File: config.mk
export PLATFORM = sky130hd
export DESIGN_NAME = stopwatch_ctrl
export DESIGN_NICKNAME = d
export VERILOG_FILES = /design/src/rtl/stopwatch_ctrl.sv
export SDC_FILE = /design/constraint.sdc
export NUM_CORES = 1
export LEC_CHECK = 0
export ABC_AREA = 1
export CAP_MARGIN = 10
export CORE_ASPECT_RATIO = 0.5
export CORE_MARGIN = 10
export CORE_UTILIZATION = 33
export CTS_BUF_LIST = sky130_fd_sc_hd__clkbuf_8 sky130_fd_sc_hd__clkbuf_16
export CTS_CLUSTER_DIAMETER = 40
export DETAILED_ROUTE_END_ITERATION = 7
export GPL_ROUTABILITY_DRIVEN = 0
export GPL_TIMING_DRIVEN = 0
export PLACE_DENSITY = 0.47
export SLEW_MARGIN = 20
export SYNTH_ARGS = -nofsm -noshare
export SYNTH_HDL_FRONTEND = slang
export SYNTH_SLANG_ARGS = --single-unit
File: constraint.sdc
create_clock -name clk -period 1.8 [get_ports clk]
set_input_delay 0.18 -clock clk [delete_from_list [all_inputs] [get_ports clk]]
set_output_delay 0.18 -clock clk [all_outputs]
set_load 0.005 [all_outputs]
File: src/rtl/stopwatch_ctrl.sv
// -----------------------------------------------------------------------------
// stopwatch_ctrl
//
// Run/pause/clear sequencer for the six-digit decimal counter chain. Debounces
// the two active-low board keys, runs an IDLE/RUN/PAUSE machine and produces
// the single-cycle count-enable tick for the least-significant counter stage
// plus the single-cycle clear for the whole chain.
//
// Optional feature macro: STOPWATCH_LAP_EN
//   defined   : a clr press while running toggles the lap-hold output 'frozen'
//   undefined : 'frozen' is tied low and a clr press while running is ignored
//
// Parameters
//   TICK_DIV      clk cycles per count tick (>= 2)
//   DEBOUNCE_CYC  consecutive stable cycles needed to accept a key level (>= 1)
//
// Ports
//   clk        system clock, single domain
//   rst_n      asynchronous active-low reset
//   key_run_n  run/pause key, active low, asynchronous to clk
//   key_clr_n  clear/lap key, active low, asynchronous to clk
//   tick_en    one-cycle count enable into the first counter's en
//   cnt_clr    one-cycle synchronous clear into every counter's clr
//   running    high while in RUN
//   frozen     lap-hold request to the display path
// -----------------------------------------------------------------------------
module stopwatch_ctrl #(
  parameter int TICK_DIV     = 5_000_000,
  parameter int DEBOUNCE_CYC = 1_000_000
) (
  input  logic clk,
  input  logic rst_n,
  input  logic key_run_n,
  input  logic key_clr_n,
  output logic tick_en,
  output logic cnt_clr,
  output logic running,
  output logic frozen
);

  localparam int DIV_W = (TICK_DIV > 1) ? $clog2(TICK_DIV) : 1;
  localparam int DB_W  = (DEBOUNCE_CYC > 1) ? $clog2(DEBOUNCE_CYC) : 1;

  localparam logic [DIV_W-1:0] DIV_LAST = DIV_W'(TICK_DIV - 1);
  localparam logic [DB_W-1:0]  DB_LAST  = DB_W'(DEBOUNCE_CYC - 1);

  typedef enum logic [1:0] {
    ST_IDLE  = 2'd0,
    ST_RUN   = 2'd1,
    ST_PAUSE = 2'd2
  } state_t;

  // Bit 0 is the run key, bit 1 the clr key.
  logic [1:0] key_n;
  logic [1:0] press;

  assign key_n = {key_clr_n, key_run_n};

  for (genvar g = 0; g < 2; g++) begin : g_key
    logic            sync_p0;
    logic            sync_p1;
    logic            db;
    logic            db_p0;
    logic            press_q;
    logic [DB_W-1:0] db_cnt;

    always_ff @(posedge clk or negedge rst_n) begin
      if (!rst_n) begin
        sync_p0 <= 1'b1;
        sync_p1 <= 1'b1;
        db      <= 1'b1;
        db_p0   <= 1'b1;
        press_q <= 1'b0;
        db_cnt  <= '0;
      end else begin
        // stage p0/p1: two-flop synchronizer
        sync_p0 <= key_n[g];
        sync_p1 <= sync_p0;

        // debounce: any return to the accepted level restarts the window
        if (sync_p1 == db) begin
          db_cnt <= '0;
        end else if (db_cnt == DB_LAST) begin
          db     <= sync_p1;
          db_cnt <= '0;
        end else begin
          db_cnt <= db_cnt + DB_W'(1);
        end

        // press pulse on the accepted 1->0 transition only
        db_p0   <= db;
        press_q <= db_p0 & ~db;
      end
    end

    assign press[g] = press_q;
  end

  // A clr press always wins over a simultaneous run press.
  logic clr_press;
  logic run_press;

  assign clr_press = press[1];
  assign run_press = press[0] & ~press[1];

  state_t           state;
  logic [DIV_W-1:0] div;

`ifdef STOPWATCH_LAP_EN
  logic frozen_q;
  assign frozen = frozen_q;
`else
  assign frozen = 1'b0;
`endif

  always_ff @(posedge clk or negedge rst_n) begin
    if (!rst_n) begin
      state   <= ST_IDLE;
      div     <= '0;
      tick_en <= 1'b0;
      cnt_clr <= 1'b0;
      running <= 1'b0;
`ifdef STOPWATCH_LAP_EN
      frozen_q <= 1'b0;
`endif
    end else begin
      tick_en <= 1'b0;
      cnt_clr <= 1'b0;

      // divider only advances while running; it holds its phase otherwise
      if (state == ST_RUN) begin
        if (div == DIV_LAST) begin
          div     <= '0;
          tick_en <= 1'b1;
        end else begin
          div <= div + DIV_W'(1);
        end
      end

      case (state)
        ST_IDLE: begin
          if (clr_press) begin
            cnt_clr <= 1'b1;
          end else if (run_press) begin
            state   <= ST_RUN;
            running <= 1'b1;
            div     <= '0;
          end
        end

        ST_RUN: begin
          if (clr_press) begin
`ifdef STOPWATCH_LAP_EN
            frozen_q <= ~frozen_q;
`endif
          end else if (run_press) begin
            state   <= ST_PAUSE;
            running <= 1'b0;
          end
        end

        ST_PAUSE: begin
          if (clr_press) begin
            state   <= ST_IDLE;
            cnt_clr <= 1'b1;
`ifdef STOPWATCH_LAP_EN
            frozen_q <= 1'b0;
`endif
          end else if (run_press) begin
            state   <= ST_RUN;
            running <= 1'b1;
          end
        end

        default: begin
          state   <= ST_IDLE;
          running <= 1'b0;
        end
      endcase
    end
  end

endmodule

==> results.md, run 1 <==
* Start point of the critical path: g_key[0].db_cnt[0]$_DFF_PN0_
* Nets at 564
* Worst Setup End Kind: flop
* Share of cells above drive strength 1 at 0.08897
* Detail Placement HPWL at 5943 um
* Post-synth ARST share at 1.000
* Fin crit share at 0.8651
* CORE AREA at 0.01195 mm2
* Dominant cells by area after synthesis: dfrtp_1 (43%), nor2_1 (12%), nand2_1 (11%)
* H-tree levels at 3
* Final hold violations at 0
* Port Buffers at 6
* Max-slew violations at 0
* Antenna-violating nets left at 0
* Syn avg cell area at 7.572 um2
* Post-Synthesis Cell Area at 0.004066 mm2
* Die outline width at 177.0 um
* Final wirelength at 8220 um
* Initial antenna violation count at 0
* Die area at 0.01743 mm2
* Primary FF master, synth: dfrtp_1
* Sequential-to-total area share from yosys stat at 0.4825
* Antenna diode count at 0
* Initial DRT Pass Iterations at 4
* Via count at 3125
* Vias in the first global route at 3061
* Clk pin slew, worst setup/hold paths at 0.06 ns
* Mapped Cells at 537
* M2 GR Usage at 0.1576
* Remaining Overflow, GRT at 0
* Worst Hold Class: in2reg
* Seq. cell area at 0.001962 mm2
* Top delay family on crit path: simple AND/OR/NAND/NOR gates
* DIE HEIGHT at 98.50 um
* Worst-path fanout max at 6
* Critical path class: reg2reg
* Static Leak at 2.090 nW
* GR Layer Usage met1 at 0.1328
* Clock root buffer: clkbuf_16
* RSZ-0062 raised after global routing: no
* Tot GR Track Use at 0.1023
* Final setup violation count at 0
* Starting density of the core at 0.3404
* Skew final at 0.007091 ns
* Largest net degree at the start of global routing at 53
* Maximum VDD drop at 388.6 uV
* Clk Latency, worst-skew pair at 0.33 ns
* Vias per cell at 4.298
* First-pass GRT wire length at 14690 um
* Power Dens Cells at 802.9 mW/mm2
* Clk sink count at 78
* Hold Slack at 0.2519 ns
* Max Cap Viol at 0
* CP arrival at 1.78 ns
* Synth area leader: dfrtp_1
* CTS tree: built
* Synth unique cells at 27
* Max incr delay on CP at 0.36 ns
* GRT busiest layer: met2
* # IOs at 8
* Fmax at 0.6422 GHz
* Total power at 3.786 mW
* CP required at 2.02 ns
* Post-layout min period at 1.557 ns
* Synth top area share at 0.4308
* Syn nets at 544
* Num rows at 28
* YS warnings at 0
* Fill count at 1247
* Worst reg2reg startpoint: g_key[0].db_cnt[0]$_DFF_PN0_
* Syn-to-layout area delta at 15.97%
* WL per Instance at 11.31 um
* Status: finished, final reports clean
* EDFF count, synth at 0
* TritonCTS Buffers at 9
* Hold wc startpoint: key_clr_n
* Crit-path cells: ha_1 > nand2_1 > nor2_2 > nand2_1 > inv_1 > nand3_2 > nand2_4 > inv_2 > nand2_1 > nor2_1
* DR DRC count at 0
* CTS Buffer Depth at 2
* Area of the multi-input gates at 0.001836 mm2
* DRT iter0 DRCs at 124
* Critical path startpoint category: flop
* M3 GR Usage at 0.03237
* Buf/Inv on CP at 2
* Flops & latches, synth at 78
* CP dominant cell by count: nand2_1
* Max stage delay cell, worst path: dfrtp_1
==> sequential cells by signal, indices dropped and copies added (netlist names) <==
| register | flops |
|---|---|
| g_key.sync_p0 | 2 |
| clr_press | 1 |
| div | 23 |
| tick_en | 1 |
| g_key.sync_p1 | 2 |
| g_key.press_q | 1 |
| g_key.db | 2 |
| running | 1 |
| g_key.db_cnt | 40 |
| cnt_clr | 1 |
| g_key.db_p0 | 2 |
| state | 2 |
==> routing by layer <==
metal  wire, um  share of wire
met1       4226           0.51
met2       3626           0.44
met3        251          0.031
met4        116          0.014
met5          0              0
==> cells by family (layout without fill, tap and decap cells) <==
kind of cell,after synthesis,count (layout),share of synthesized area
other,1,1,0.0009222
adders and majority gates,3,3,0.009232
buffers and inverters,74,99,0.07108
AOI/OAI and AO/OA,24,24,0.03046
xor gates and xnor gates,24,24,0.05169
and+or+nand+nor,333,333,0.3542
DFF,78,78,0.4825
==> report_power, final <==
group	total (mW)	switching, mW	internal [mW]	leakage (nW)
logic	0.0988	0.0671	0.0317	0.872
clock network	1.91	0.708	1.20	0.162
registers	1.78	0.00938	1.77	1.06
==> worst paths after layout <==
| kind | endpoint | slack [ns] | cells after the start |
|---|---|---|---|
| max in group asynchronous | g_key[0].db_p0$_DFF_PN1_ | 0.85 | 3 |
| worst max register to register | g_key[0].db_cnt[17]$_DFF_PN0_ | 0.24 | 10 |
| worst min register to register | g_key[1].sync_p1$_DFF_PN1_ | 0.36 | 0 |
| worst min-delay path | g_key[1].sync_p0$_DFF_PN1_ | 0.25 | 1 |
| min in group asynchronous | div[18]$_DFF_PN0_ | 0.31 | 2 |
| worst max-delay path | g_key[0].db_cnt[17]$_DFF_PN0_ | 0.24 | 10 |
==> cell usage after synthesis, types with 5 or more instances <==
master	count
nand2_1	119
dfstp_2	8
nand3_1	38
dfrtp_1	70
nor2_4	5
o21ai_0	7
a21oi_1	12
inv_1	69
xnor2_1	6
xor2_1	18
nor2_1	129
nor2_2	9
nand4_1	12
nor3_1	12
==> layout make-up <==
class,instances,area share
Sequential cell,78,0.4160
Clock buffer,9,0.04776
Inverter,72,0.05731
Clock inverter,7,0.01751
Buffer,2,0.003980
Multi-Input combinational cell,385,0.3892
Timing Repair Buffer,9,0.02441
Tap cell,165,0.04378
==> placed cells by master, fill, tap and decap left out, drive strengths merged, types with 10 or more instances in the layout <==
| cell | n |
|---|---|
| nor2 | 143 |
| nand2 | 123 |
| inv | 74 |
| dfrtp | 70 |
| nand3 | 38 |
| xor2 | 18 |
| nand4 | 12 |
| a21oi | 12 |
| nor3 | 12 |
| o21ai | 10 |
==> per-stage QoR <==
stage	util	setup slack (ns)	std cells	cell area [um2]	TNS, ns
2_1_floorplan	-	0.4073	537	4066	0
3_3_place_gp	0.3627	-2.543	708	4333	-189.41
3_5_place_dp	0.3648	0.1109	709	4358	0
4_1_cts	0.3914	0.09986	726	4676	0
5_1_grt	0.3947	0.02423	727	4716	0
6_report	0.3947	0.2428	727	4716	0
==> what timing repair did <==
item / CTS / global route
buffers inserted: 0 / 1
hold buffers: 1 / 0
endpoints found under the hold margin: 22 / 0
gates resized for setup: 0 / 4
endpoints found under the setup margin: 0 / 11
No activity file was read; power rests on OpenSTA's default activity.
==> run 2, diff against run 1 <==
- CTS_CLUSTER_SIZE: not set -> 10
==> results of run 2 <==
Same layout as run 1: the final DEF is identical, and so are final timing and power.
